--- src/rtl/fir_pkg.sv ---
// Shared FIR datapath constants: default widths, saturation bounds and output buffer depth.
package fir_pkg;

    localparam int unsigned NB_INPUT_DEF  = 12;
    localparam int unsigned NB_OUTPUT_DEF = 8;
    localparam int          SAT_MAX_DEF   = int'(2 ** (NB_OUTPUT_DEF - 1)) - 1;
    localparam int          SAT_MIN_DEF   = -SAT_MAX_DEF - 1;
    localparam int unsigned FIFO_DEPTH    = 2;

endpackage

--- src/rtl/fir_sat_round.sv ---
// Combinational requantizer: drops NB_INPUT-NB_OUTPUT LSBs and saturates to NB_OUTPUT bits.
// Round half-up is enabled by defining FIR_DEC_ROUND_EN; otherwise the shift truncates.
module fir_sat_round
    import fir_pkg::*;
#(
    parameter int unsigned NB_INPUT  = NB_INPUT_DEF,
    parameter int unsigned NB_OUTPUT = NB_OUTPUT_DEF,
    parameter int          SAT_MAX   = SAT_MAX_DEF,
    parameter int          SAT_MIN   = SAT_MIN_DEF
) (
    input  logic signed [NB_INPUT-1:0]  in_data,
    output logic signed [NB_OUTPUT-1:0] out_data,
    output logic                        sat
);

    localparam int unsigned S = NB_INPUT - NB_OUTPUT;

    logic signed [NB_INPUT:0]  wide;
    logic signed [NB_OUTPUT:0] shifted;

    always_comb begin
        // One guard bit keeps the rounding add from wrapping at the positive limit.
        wide = {in_data[NB_INPUT-1], in_data};
`ifdef FIR_DEC_ROUND_EN
        wide = wide + ((NB_INPUT + 1)'(1) << (S - 1));
`endif
        shifted  = (NB_OUTPUT + 1)'(wide >>> S);
        sat      = 1'b0;
        out_data = shifted[NB_OUTPUT-1:0];
        if (shifted > SAT_MAX) begin
            out_data = NB_OUTPUT'(SAT_MAX);
            sat      = 1'b1;
        end else if (shifted < SAT_MIN) begin
            out_data = NB_OUTPUT'(SAT_MIN);
            sat      = 1'b1;
        end
    end

endmodule

--- src/rtl/fir_out_decimator.sv ---
// Decimates the FIR output by DEC_FACTOR, requantizes kept samples and buffers them in a
// 2-entry FIFO toward a ready/valid consumer. FIR_DEC_ROUND_EN selects round half-up.
module fir_out_decimator
    import fir_pkg::*;
#(
    parameter int unsigned NB_INPUT   = NB_INPUT_DEF,
    parameter int unsigned NB_OUTPUT  = NB_OUTPUT_DEF,
    parameter int unsigned DEC_FACTOR = 4
) (
    input  logic                        clk,
    input  logic                        rst,
    input  logic signed [NB_INPUT-1:0]  in_data,
    input  logic                        in_valid,
    output logic signed [NB_OUTPUT-1:0] out_data,
    output logic                        out_valid,
    input  logic                        out_ready,
    output logic                        overflow,
    output logic                        sat_flag
);

    localparam int unsigned PW      = (DEC_FACTOR > 1) ? $clog2(DEC_FACTOR) : 1;
    localparam int          SAT_MAX = int'(2 ** (NB_OUTPUT - 1)) - 1;
    localparam int          SAT_MIN = -SAT_MAX - 1;

    logic [PW-1:0]                phase_q, phase_d;
    logic                         keep;
    logic signed [NB_OUTPUT-1:0]  rq_data;
    logic                         rq_sat;
    logic                         stage_valid_q;
    logic signed [NB_OUTPUT-1:0]  stage_data_q;
    logic signed [NB_OUTPUT-1:0]  mem_q [FIFO_DEPTH];
    logic                         wr_ptr_q, rd_ptr_q;
    logic [1:0]                   count_q, count_d;
    logic signed [NB_OUTPUT-1:0]  last_q;
    logic                         overflow_q, sat_q;
    logic                         full, empty, push, pop;

    fir_sat_round #(
        .NB_INPUT  (NB_INPUT),
        .NB_OUTPUT (NB_OUTPUT),
        .SAT_MAX   (SAT_MAX),
        .SAT_MIN   (SAT_MIN)
    ) u_sat_round (
        .in_data  (in_data),
        .out_data (rq_data),
        .sat      (rq_sat)
    );

    always_comb begin
        phase_d = phase_q;
        if (in_valid) begin
            if (phase_q == PW'(DEC_FACTOR - 1)) begin
                phase_d = '0;
            end else begin
                phase_d = phase_q + 1'b1;
            end
        end
        keep  = in_valid && (phase_q == '0);
        full  = (count_q == 2'(FIFO_DEPTH));
        empty = (count_q == 2'd0);
        pop   = out_ready && !empty;
        // A full FIFO still takes a write when the head leaves in the same cycle.
        push  = stage_valid_q && (!full || pop);
        count_d = count_q;
        unique case ({push, pop})
            2'b10:   count_d = count_q + 2'd1;
            2'b01:   count_d = count_q - 2'd1;
            default: count_d = count_q;
        endcase
    end

    always_ff @(posedge clk) begin
        if (rst) begin
            phase_q       <= '0;
            stage_valid_q <= 1'b0;
            stage_data_q  <= '0;
            for (int i = 0; i < int'(FIFO_DEPTH); i++) begin
                mem_q[i] <= '0;
            end
            wr_ptr_q   <= 1'b0;
            rd_ptr_q   <= 1'b0;
            count_q    <= 2'd0;
            last_q     <= '0;
            overflow_q <= 1'b0;
            sat_q      <= 1'b0;
        end else begin
            phase_q       <= phase_d;
            stage_valid_q <= keep;
            if (keep) begin
                stage_data_q <= rq_data;
            end
            if (keep && rq_sat) begin
                sat_q <= 1'b1;
            end
            if (push) begin
                mem_q[wr_ptr_q] <= stage_data_q;
                wr_ptr_q        <= ~wr_ptr_q;
            end
            if (pop) begin
                rd_ptr_q <= ~rd_ptr_q;
                last_q   <= mem_q[rd_ptr_q];
            end
            if (stage_valid_q && !push) begin
                overflow_q <= 1'b1;
            end
            count_q <= count_d;
        end
    end

    // While empty the output repeats the most recently popped sample.
    assign out_data  = empty ? last_q : mem_q[rd_ptr_q];
    assign out_valid = !empty;
    assign overflow  = overflow_q;
    assign sat_flag  = sat_q;

endmodule

--- config.mk ---
export PLATFORM = sky130hd
export DESIGN_NAME = fir_out_decimator
export DESIGN_NICKNAME = d
export VERILOG_FILES = /design/src/rtl/fir_pkg.sv /design/src/rtl/fir_sat_round.sv /design/src/rtl/fir_out_decimator.sv
export SDC_FILE = /design/constraint.sdc
export NUM_CORES = 1
export LEC_CHECK = 0
export BUFFER_PORTS_ARGS = -buffer_cell sky130_fd_sc_hd__buf_2
export CAP_MARGIN = 15
export CORE_ASPECT_RATIO = 0.6
export CORE_MARGIN = 3
export CORE_UTILIZATION = 40
export CTS_CLUSTER_DIAMETER = 50
export DETAILED_ROUTE_END_ITERATION = 6
export PLACE_DENSITY = 0.7
export REMOVE_ABC_BUFFERS = 1
export SYNTH_ARGS = -nofsm -noshare
export SYNTH_HDL_FRONTEND = slang
export SYNTH_SLANG_ARGS = --single-unit
export TNS_END_PERCENT = 10
--- constraint.sdc ---
create_clock -name clk -period 2.7 [get_ports clk]
set_clock_uncertainty 0.1 [all_clocks]
set_input_delay 0.54 -clock clk [delete_from_list [all_inputs] [get_ports clk]]
set_output_delay 0.54 -clock clk [all_outputs]
set_load 0.01 [all_outputs]
==> flow_summary.ini <==
[clocking]
cts.clk_slew.worst_paths_ns = 0.08
cts-resized-gates = 0
clk_latency_ns = 0.29
cts_root_buffer = clkbuf_8
holdBufCountCts = 0
ctsHtreeMaxLevel = 2
cts_setup_buffers = 0
clk_path_buf_depth = 2
numCtsBuffers = 5
cts_sinks = 42
cts_tree = yes

[run_status]
run_status = completed

[routing]
drt-pass1-iter-count = 4
drt-initial-drc-count = 58
wl_per_cell_microns = 12.1
route.antenna.remaining_nets = 0
via_per_inst = 4.54
routed_wl_mm = 3.01
drc_errors = 0
vias = 1134

[flow_run]
drv_cap = 0

[timing]
maxSlewHeadroom_pct = 70.4
maxSlewViolCount = 0
fin_crit_ns = 2.15
rsz0062_at_grt = false
worst_pin_slew_ns = 0.443
fin_crit_sh_pct = 79.5
clock.fmax_mhz = 466
hold_viol_final = 0
finalWorstSetupSlack_ns = 0.554
setup_tns_ns = 0
setup_viol = 0

[global_route]
antenna_found_initial = 0
grt_max_degree = 30
grt_overflow = 0
grt_pass1_wl_mm = 4.93
grt_pass1_vias = 936
track_usage_pct = 12.2

[yosys]
synthAdderAreaFrac_pct = 2.10
avgSynthCellArea_sq_um = 10.7
synth_common_cells = dfxtp_1, nor2_1, a21oi_1
ys_seq_area_share_pct = 56.0
synth.most_common_cell = dfxtp_1
synth_xor_area_share_pct = 1.47
yosysTopAreaCell = dfxtp_1
synth_top_family_by_area = simple AND/OR/NAND/NOR gates
ys_seq_elements = 42
yosys.area_share.simple_pct = 20.9
muxShareOfSynthArea_pct = 5.04
synthCells = 167
ys_warn_count = 0
synth-edff-count = 16
synth.distinct_cells = 32
syn_area_sq_mm = 0.00179
ys.flop_type = dfxtp_1
netlist.area_leader.share_pct = 29.1
async_flop_share_pct = 0
synthTopCellsByArea = dfxtp_1, edfxtp_1, and2_1, a21oi_1, mux2i_1
synth_compound_area_share_pct = 10.2

[placed_design]
globalplace.congestion = 0.721
dp_hpwl_mm = 2.15
dp_slack_ns = 0.560
portBuffers = 22

[setup_path]
crit_arrival_ns = 1.51
crit_required_ns = 2.06
crit_path_start_kind = flip-flop
slowest_stage = dfxtp_1
end_kind = output port
path_max_fanout = 8
worstPathCellList = mux2i_1 -> a21oi_1 -> buf_2
slowest_delay_ns = 0.60
worstSetupPathType = reg2out

[finish]
antennaDiodeCount = 0
drive_gt1_share_pct = 19.5
fill_cells = 397
fin_nets = 208
area_growth_pct = 15.7

[floorplanning]
num_io_pins = 27
start_util_pct = 42.4
rows = 18
core_sq_mm = 0.00421
die_y_microns = 57.8
die_area_sq_mm = 0.00533
die_x_microns = 92.3

[power]
irDropWorstVdd_uv = 259
power-per-cell-area_mw_per_mm2 = 907
leakage_nw = 0.803

[worst_hold_path]
hp-class = reg2reg
[state kept, by name (all words and copies together) (netlist names), named ones only]
signal and flops:
wr_ptr_q 1, rd_ptr_q 1, sat_flag 1, count_q 2, mem_q 16, stage_data_q 8
stage_valid_q 1, phase_q 2, last_q 8, overflow 1
[stage by stage]
step                      total power, W  util, %  cell area (sq um)  instances  hold slack (ns)
final                            0.00187     49.1               2070        250            0.369
after global routing             0.00199     49.1               2070        250            0.392
after CTS                        0.00189     49.1               2070        250            0.369
after detailed placement         0.00131     45.8               1930        242            0.357
after global placement           0.00129     45.8               1930        242            0.348
after floorplan                  0.00113        -               1720        157            0.334
[logic make-up (layout without fill, tap and decap cells)]
group | count (synthesis) | count (layout)
and+or+nand+nor | 66 | 66
xor gates and xnor gates | 3 | 3
AOI/OAI and AO/OA | 31 | 31
DFF | 42 | 42
buffers and inverters | 13 | 36
muxes | 9 | 9
adders and majority gates | 3 | 3
[placed cells by master, fill, tap and decap left out]
cell type and count:
nand2_1 9, edfxtp_1 16, nor4bb_4 1, xor2_1 1
or2_1 1, buf_4 3, nor2_1 23, ha_1 3
clkbuf_8 5, buf_2 22, o21bai_1 1, clkinv_4 1
a211oi_1 8, nor4b_4 1, nor2b_1 2, nor3b_4 1
o21a_1 1, mux2i_1 9, bufinv_16 2, nand3_1 8
nand2b_1 1, xnor2_1 2, dfxtp_1 26, or2_2 1
o21ai_0 1, or3_1 1, a21o_1 1, nor3b_1 1
a21oi_1 19, inv_1 3, and2_1 16
[path summary, 6_finish.rpt]
path	slack, ns	start	depth (start not counted)	to
max	0.55	flip-flop	3	out_data[0]
min	0.37	stage_data_q[2]	2	stage_data_q[2]
max reg2reg	0.81	count_q[0]	5	count_q[1]
min reg2reg	0.37	stage_data_q[2]	2	stage_data_q[2]
[area by class of cell]
| type | instances | area (sq um) | share of cell area, % |
|---|---|---|---|
| clock buffer | 5 | 68.8 | 3.33 |
| clock inverter | 3 | 68.8 | 3.33 |
| inverter | 3 | 11.3 | 0.545 |
| multi-input combinational | 112 | 709 | 34.3 |
| sequential | 42 | 1000 | 48.4 |
| tap | 60 | 75.1 | 3.63 |
| timing repair buffer | 25 | 133 | 6.42 |
[per-layer routing]
metal	part of all wire (%)	GRT usage [%]	wire (microns)	vias to the layer above
met5	0	0	0	-
met4	0	4.44	0	0
met3	6.2	4.54	186	0
met2	35	12.7	1040	29
met1	59	20.9	1790	490
li1	-	-	-	615
[where the power goes]
part	internal [W]	switching, W	leakage (nW)
clock	0.000370	0.000215	0.0683
sequential	0.000733	0.0000632	0.380
combinational	0.000215	0.000277	0.355
[critical path: cells and delay by family (launching register included)]
| kind | cells | cell delay (ns) |
|---|---|---|
| AOI/OAI and AO/OA | 1 | 0.11 |
| buffers and inverters | 1 | 0.15 |
| DFF | 1 | 0.60 |
| muxes | 1 | 0.36 |
Note: power is estimated with default switching activity, not from simulation.
